[config.mk]
export PLATFORM = sky130hd
export DESIGN_NAME = pipe_perf_monitor
export DESIGN_NICKNAME = d
export VERILOG_FILES = /design/src/rtl/pipe_perf_monitor.sv
export SDC_FILE = /design/constraint.sdc
export NUM_CORES = 1
export LEC_CHECK = 0
export CAP_MARGIN = 20
export CORE_MARGIN = 5
export CORE_UTILIZATION = 60
export CTS_BUF_LIST = sky130_fd_sc_hd__clkbuf_4 sky130_fd_sc_hd__clkbuf_8
export DETAILED_ROUTE_END_ITERATION = 8
export GPL_ROUTABILITY_DRIVEN = 0
export PLACE_DENSITY_LB_ADDON = 0.05
export RECOVER_POWER = 25
export SYNTH_ARGS = -nofsm -noshare
export SYNTH_HDL_FRONTEND = slang
export SYNTH_SLANG_ARGS = --single-unit
[constraint.sdc]
create_clock -name clk_i -period 3.65 [get_ports clk_i]
set_clock_uncertainty 0.15 [all_clocks]
set_input_delay 0.73 -clock clk_i [delete_from_list [all_inputs] [get_ports clk_i]]
set_output_delay 0.73 -clock clk_i [all_outputs]
set_load 0.005 [all_outputs]
[src/rtl/pipe_perf_monitor.sv]
// rtl/pipe_perf_monitor.sv - pipeline event counters, run-termination FSM and counter read port
// Optional PERF_SATURATE_EN: counters saturate at all-ones and raise a sticky ovf_o.
module pipe_perf_monitor #(
  parameter int CNT_W       = 32,
  parameter int CYCLE_LIMIT = 30,
  parameter int IDLE_LIMIT  = 8
) (
  input  logic             clk_i,
  input  logic             rst_i,
  input  logic             start_i,
  input  logic             stall_i,
  input  logic             branch_i,
  input  logic             flush_i,
  input  logic             retire_i,
  input  logic             rd_req_i,
  input  logic [1:0]       rd_sel_i,
  output logic             rd_ack_o,
  output logic [CNT_W-1:0] rd_data_o,
  output logic [1:0]       state_o,
  output logic             done_o,
  output logic             ovf_o
);

  localparam logic [1:0] S_IDLE = 2'b00;
  localparam logic [1:0] S_RUN  = 2'b01;
  localparam logic [1:0] S_HALT = 2'b10;

  localparam int             IW       = (IDLE_LIMIT > 0) ? $clog2(IDLE_LIMIT + 1) : 1;
  localparam logic [CNT_W-1:0] CYC_LIM  = CNT_W'(CYCLE_LIMIT);
  localparam logic [IW-1:0]    IDLE_LIM = IW'(IDLE_LIMIT);

  logic [1:0]       state;
  logic [CNT_W-1:0] cyc_cnt, stall_cnt, flush_cnt, ret_cnt;
  logic [CNT_W-1:0] cyc_nxt, stall_nxt, flush_nxt, ret_nxt;
  logic [IW-1:0]    idle_cnt, idle_nxt;
  logic [CNT_W-1:0] rd_mux;
  logic             stall_inc;
  logic             halt;

  // A stall that coincides with a resolving branch is branch-induced, not a hazard stall.
  assign stall_inc = stall_i && !branch_i;

`ifdef PERF_SATURATE_EN
  logic ovf_q;
  logic ovf_hit;
`endif

  always_comb begin
    cyc_nxt   = cyc_cnt + CNT_W'(1);
    stall_nxt = stall_cnt + CNT_W'(stall_inc);
    flush_nxt = flush_cnt + CNT_W'(flush_i);
    ret_nxt   = ret_cnt + CNT_W'(retire_i);
`ifdef PERF_SATURATE_EN
    ovf_hit = 1'b0;
    if (&cyc_cnt) begin
      cyc_nxt = cyc_cnt;
      ovf_hit = 1'b1;
    end
    if (stall_inc && (&stall_cnt)) begin
      stall_nxt = stall_cnt;
      ovf_hit   = 1'b1;
    end
    if (flush_i && (&flush_cnt)) begin
      flush_nxt = flush_cnt;
      ovf_hit   = 1'b1;
    end
    if (retire_i && (&ret_cnt)) begin
      ret_nxt = ret_cnt;
      ovf_hit = 1'b1;
    end
`endif
  end

  always_comb begin
    idle_nxt = idle_cnt;
    if (retire_i)
      idle_nxt = '0;
    else if (idle_cnt != IDLE_LIM)
      idle_nxt = idle_cnt + IW'(1);
  end

  always_comb begin
    halt = !start_i;
    if ((CYCLE_LIMIT != 0) && (cyc_nxt == CYC_LIM))
      halt = 1'b1;
    if ((IDLE_LIMIT != 0) && (idle_nxt == IDLE_LIM))
      halt = 1'b1;
  end

  always_comb begin
    case (rd_sel_i)
      2'd0:    rd_mux = cyc_cnt;
      2'd1:    rd_mux = stall_cnt;
      2'd2:    rd_mux = flush_cnt;
      default: rd_mux = ret_cnt;
    endcase
  end

  always_ff @(posedge clk_i) begin
    if (rst_i) begin
      state     <= S_IDLE;
      cyc_cnt   <= '0;
      stall_cnt <= '0;
      flush_cnt <= '0;
      ret_cnt   <= '0;
      idle_cnt  <= '0;
      rd_ack_o  <= 1'b0;
      rd_data_o <= '0;
`ifdef PERF_SATURATE_EN
      ovf_q     <= 1'b0;
`endif
    end else begin
      // Read captures the pre-update counter values of this edge.
      rd_ack_o <= rd_req_i;
      if (rd_req_i)
        rd_data_o <= rd_mux;
      case (state)
        S_IDLE: begin
          if (start_i)
            state <= S_RUN;
        end
        S_RUN: begin
          if (start_i) begin
            cyc_cnt   <= cyc_nxt;
            stall_cnt <= stall_nxt;
            flush_cnt <= flush_nxt;
            ret_cnt   <= ret_nxt;
            idle_cnt  <= idle_nxt;
`ifdef PERF_SATURATE_EN
            if (ovf_hit)
              ovf_q <= 1'b1;
`endif
          end
          if (halt)
            state <= S_HALT;
        end
        default: ;
      endcase
    end
  end

  assign state_o = state;
  assign done_o  = (state == S_HALT);

`ifdef PERF_SATURATE_EN
  assign ovf_o = ovf_q;
`else
  assign ovf_o = 1'b0;
`endif

endmodule

======== Word level (Yosys, flattened, before mapping) ========
Cells that the tools add are included.
operators by class
  div/mod/pow operators ................... 0
  multiplexer cells ....................... 8
  shift operators ......................... 0
  multiply operators ...................... 0
  order comparisons ....................... 0
  reduce and logical (&&, ||, !) cells .... 8
  equality and inequality tests ........... 9
  bitwise gates (word level) .............. 0
  add/subtract/negate cells ............... 5
operators with widths
  kind                                                              count
  32-bit by 1-bit adder with 32-bit output                          3
  32-bit one-hot mux with 3 select lines                            1
  32-bit by 1-bit adder with 32-bit output, second input constant   1
  32-bit by 5-bit == test with 1-bit output, second input constant  1
  4-bit two-way mux                                                 2
  4-bit by 1-bit adder with 4-bit output, second input constant     1
  2-bit by 1-bit == test with 1-bit output, second input constant   2
  2-bit == test, second input constant                              2
  4-bit == test, second input constant                              1
  2-bit zero test                                                   2
  2-bit two-way mux                                                 2
  2-bit inequality test, second input constant                      2
  4-bit inequality test, second input constant                      1
  2-bit one-hot mux with 2 select lines                             1
  3-bit AND reduction                                               1
  1-bit zero test                                                   2
  1-bit two-way mux                                                 2
  2-bit AND reduction                                               1
  2-bit nonzero test                                                1
  1-bit logical AND                                                 1
word-level totals
  memories kept ........................... 0
  memory bits (writable) .................. 0
  input port bits ......................... 10
  ROM bits ................................ 0
  latch bits .............................. 0
  logic and storage cells ................. 38
  output and inout port bits .............. 37
  register bits ........................... 167

======== Logic depth before layout (Yosys ltp) ========
  word-level depth ........................ 7
  gate-level depth with buffers ........... 10
  mapped depth without buffers ............ 10

======== Worst setup path before layout ========
Ideal clock, no wire load.
  kind .................................... reg-to-reg
  start point ............................. reg cyc_cnt[0]
  end point ............................... reg state[1], in the netlist state_o[1]
  setup slack ............................. 315 ps
  setup time .............................. 88 ps
  data arrival time ....................... 3,097 ps
  clock period less this slack ............ 3,335 ps
  required time ........................... 3,412 ps
  cell stages (with the launch flop) ...... 11
  path buffers ............................ 2
  cell sequence ........................... dfxtp_1 > ha_1 > clkbuf_1 > nand3_2 > or3_1 > buf_2 > or3_1 > and2_0 > or4b_1 > or4_1 > a311oi_2
on the way
  word-level cells in the longest chain between the ends .. 6
ends and longest elaborated chain
  item                                       RTL line  text
  start, declared                            33        logic [CNT_W-1:0] cyc_cnt, stall_cnt, flush_cnt, ret_cnt;
  start signal, assigned                     124       cyc_cnt <= cyc_nxt;
  32-bit by 1-bit adder with 32-bit output   49        cyc_nxt = cyc_cnt + CNT_W'(1);
  32-bit by 5-bit == test with 1-bit output  84        if ((CYCLE_LIMIT != 0) && (cyc_nxt == CYC_LIM))
  1-bit two-way mux                          84
  1-bit two-way mux                          86        if ((IDLE_LIMIT != 0) && (idle_nxt == IDLE_LIM))
  2-bit inequality test (no source line)     --
  3-bit AND reduction (no source line)       --
  end signal, assigned                       101       state <= S_IDLE;
  end signal, assigned                       120       state <= S_RUN;
  end signal, assigned                       135       state <= S_HALT;
  end, declared                              32        logic [1:0] state;
Every way passes these cells.
A chain may end at the register's enable or synchronous reset.

======== Worst setup path in the final report ========
  start point ............................. in start_i
  end point ............................... reg cyc_cnt[27]
on the way
  word-level cells in the longest chain between the ends .. 1
ends and longest elaborated chain
  item                                  RTL line  text
  start, declared                       10        input logic start_i,
  2-bit AND reduction (no source line)  --
Every way passes these cells.

==> metrics.md <==
| Metric | Value |
|---|---|
| Cts hold-fix bufs | `0` |
| Hold Path Cell Cnt | `2` |
| Max Root-Sink Buffers | `2` |
| CP max stage delay | `~0.96 ns` |
| Final setup violation count | `0` |
| Outcome | `complete, but fails checks` |
| Max Freq | `roughly 290 MHz` |
| R2R Setup Slk | `roughly 0.26 ns` |
| Synth warn | `0` |
| Post-synth EDFFs | `0` |
| Post-Syn Instances | `approximately 960` |
| Register share of total power | `approximately 53%` |
| Post-layout min period | `approximately 3.5 ns` |
| RSZ-0062 raised after global routing | `false` |
| Reg clk slew, reported paths | `about 0.09 ns` |
| Setup CP Type | `primary input to flop` |
| Combinational Power Share | `under 10%` |
| Clock latency on the worst-skew pair | `around 0.45 ns` |
| Internal cell power | `~0.0027 W` |
| Post-Place Worst Slack | `between 0.03 and 0.04 ns` |
| Average wire per standard cell | `~17 um` |
| Crit-path cells | `dlygate4sd3_1, and2_0, clkbuf_1, nand2_1, nor2_1, nand3b_1, xor2_1, nor2_1` |
| Synthesized area per cell | `a little under 9 sq um` |
| Crit. End Element | `flop` |
| Total CTS buffers | `17` |
| Drt pass-1 iters | `5` |
| Antenna violations before repair | `1` |
| Final period utilization | `a little over nine tenths` |
| Sw frac | `between 20% and 30%` |
| Vias in the first global route | `6623` |
| Initial core utilization | `just over 60%` |
| IO buf count | `45` |
| Worst hold endpoint | `flush_cnt[0]$_SDFFE_PP0P_` |
| CTS-repair resized insts | `0` |
| Hold Path Class | `flop to flop` |
| Placed cell area | `slightly above 9000 sq um` |
| CP max stage cell | `clkbuf_1` |
| Switching pwr | `0.000754 W` |
| Die Ht | `roughly 130 um` |
| Largest net degree at the start of global routing | `between 70 and 80` |
| Global-route wire length before repair | `about 33000 um` |
| Seq. cell area | `between 3000 and 4000 sq um` |
| Leading cell type in the layout, fill and taps excluded | `nor2_1` |
| # H-tree levels | `4` |
| Via count | `6962` |
| Static Leak | `between 3 and 4 nW` |
| Post-Syn Area | `8510 sq um` |
| Setup bufs post-CTS | `0` |
| Row cnt | `43` |
| # DRC | `0` |
| Area of the multi-input gates | `just under 5000 sq um` |
| Post-synthesis sequential area ratio | `39.3%` |
| Max Cap Violations | `1` |
| Final hold violations | `0` |
| Share of cells above drive strength 1 | `9.84%` |
| Cell variety after synth | `between 50 and 60` |
| HPWL Detailed | `~15000 um` |
| Synth area leader | `dfxtp_1` |
| Yosys reg bits | `167` |
| # IOs | `47` |
| CP bufs+invs | `2` |
| Most used flip-flop cell after synthesis | `dfxtp_1` |
| FF-to-FF path depth | `8` |
| Clock power frac | `between 40 and 50%` |
| Final Cell Area | `approximately 9600 sq um` |
| Worst-Margin Slew | `2.57 ns` |
| Core Region | `approximately 14000 sq um` |
| TritonCTS Sinks | `~170` |
| Sum Neg Setup Slack | `0 ns` |
| Worst setup SP type | `primary input` |
| Crit-path max FO | `26` |
| Worst EP required | `between 3 and 4 ns` |
| Violated checks | `max-capacitance violations, max-slew violations` |
| Terminus of the critical flop-to-flop path | `state_o[0]$_SDFFE_PP0P_` |
| Filler instances | `1081` |
| WL final | `20100 um` |
| DIE AREA | `approximately 17000 sq um` |
| Nets@finish | `between 1000 and 1500` |
| Worst Setup Slack, final | `around 0.16 ns` |
| Initial DRC count | `658` |
| Vias per inst | `between 5 and 6` |
| Die width | `~130 um` |
| R2R Path Start | `cyc_cnt[2]$_SDFFE_PP0P_` |
| Area delta synth->final | `12.8%` |
| Most Frequent Cell on Critical Path | `nor2_1` |
| Routed Antenna Nets | `0` |
| Worst IR Drop VDD | `a little over 0.0003 V` |
| Antenna Cells | `0` |
| Ys async rst share | `0%` |
| Total track usage | `25.0%` |
| Clk root buf | `clkbuf_8` |
| Most frequent cells in the layout | `nor2_1 (176), dfxtp_1 (167), xor2_1 (70), nand2_1 (66), xnor2_1 (54)` |
| Slew Limit Fails | `34` |
| Power Dens Cells | `approximately 360 nW/um^2` |
| Clock tree from TritonCTS | `built` |
| Worst Hold Launch | `flush_cnt[0]$_SDFFE_PP0P_` |
| Worst slew margin | `-71.3%` |
| Critical path arrival | `3.65 ns` |
| Post-Syn Nets | `975` |
| CP top delay family | `buffers and inverters` |
| Synth top area cells | `dfxtp_1 (39%), mux4_2 (8.5%), nor2_1 (7.8%)` |
| Top-area cell type share of the netlist area | `between 30% and 40%` |
| Total global routing overflow | `0` |
flip-flops by register name, summed over array words and instances, names as in the netlist:
register	cells
cyc_cnt	32
rd_ack_o	1
flush_cnt	32
state_o	2
idle_cnt	4
rd_data_o	32
stall_cnt	32
ret_cnt	32
through the flow:
stage | util, % | hold WS, ns | total power [W] | instances
after floorplan | - | 0.300 | 0.00197 | 955
after global placement | 65.9 | 0.311 | 0.00201 | 1144
after detailed placement | 65.9 | 0.326 | 0.00201 | 1144
after CTS | 69.2 | 0.338 | 0.00351 | 1176
after global routing | 69.1 | 0.362 | 0.00360 | 1176
final | 69.1 | 0.341 | 0.00348 | 1176
worst reg2reg max path, stage by stage (launching register included):
cell	delay, ns
dfxtp_1	0.55
nand3_1	0.33
nor4_2	0.51
buf_4	0.28
nand4_1	0.11
o21ai_0	0.27
or4b_2	0.62
o31ai_1	0.29
a2111oi_0	0.14
layout make-up:
cell class	count	area share [%]
clock buffers	19	2.73
flip-flops and latches	167	34.8
well taps	180	2.35
repair buffers	69	6.66
inverters	21	0.821
clock inverters	13	2.09
multi-input cells	707	50.5
Yosys cell counts, types with 18 or more instances:
cell type  number
nor3_1         21
clkbuf_1       41
xor2_1         70
a21oi_1        19
nor2_1        176
mux2i_1        34
dfxtp_1       167
mux4_2         32
nor2b_1        18
inv_1          21
nand2_1        66
nand3_1        46
xnor2_1        54
nand4_1        28
power groups by stage:
stage	Clock, W	Sequential (W)	Combinational [W]
finish	0.00151	0.00183	0.000136
global route	0.00162	0.00183	0.000148
CTS	0.00154	0.00183	0.000137
detailed placement	0	0.00188	0.000136
global placement	0	0.00188	0.000133
floorplan	0	0.00187	0.0000916
metal layers:
layer  vias to the layer above  routed length, um  track usage, %
met5                         -                 13               0
met4                         2                295            6.73
met3                        34               1240            6.27
met2                       219               9090            38.0
met1                      3348               9470            35.7
li1                       3359                  -               -
how the worst max path moves through the flow:
stage / from / end / slack (ns) / depth (start not counted)
after detailed placement: stall_i / stall_cnt[28]$_SDFFE_PP0P_ / 0.04 / 12
after global routing: cyc_cnt[2]$_SDFFE_PP0P_ / state_o[0]$_SDFFE_PP0P_ / 0.07 / 8
final: start_i / cyc_cnt[27]$_SDFFE_PP0P_ / 0.16 / 8
after floorplan: cyc_cnt[0]$_SDFFE_PP0P_ / state_o[1]$_SDFFE_PP0P_ / 0.31 / 10
after global placement: stall_i / stall_cnt[22]$_SDFFE_PP0P_ / 0.07 / 11
after CTS: cyc_cnt[2]$_SDFFE_PP0P_ / state_o[0]$_SDFFE_PP0P_ / 0.31 / 8
cell families (layout without fill, tap and decap cells):
| group | after synthesis | in the layout | share of synthesized area [%] |
|---|---|---|---|
| flops | 167 | 167 | 39.3 |
| buf+inv | 81 | 122 | 3.74 |
| xor+xnor | 124 | 124 | 12.8 |
| other cells | 1 | 1 | 0.0441 |
| compound gates | 62 | 62 | 4.68 |
| fa+ha+maj | 10 | 10 | 1.47 |
| simple gates | 443 | 443 | 25.4 |
| mux | 67 | 67 | 12.6 |
Power figures use the tool's default switching activity.
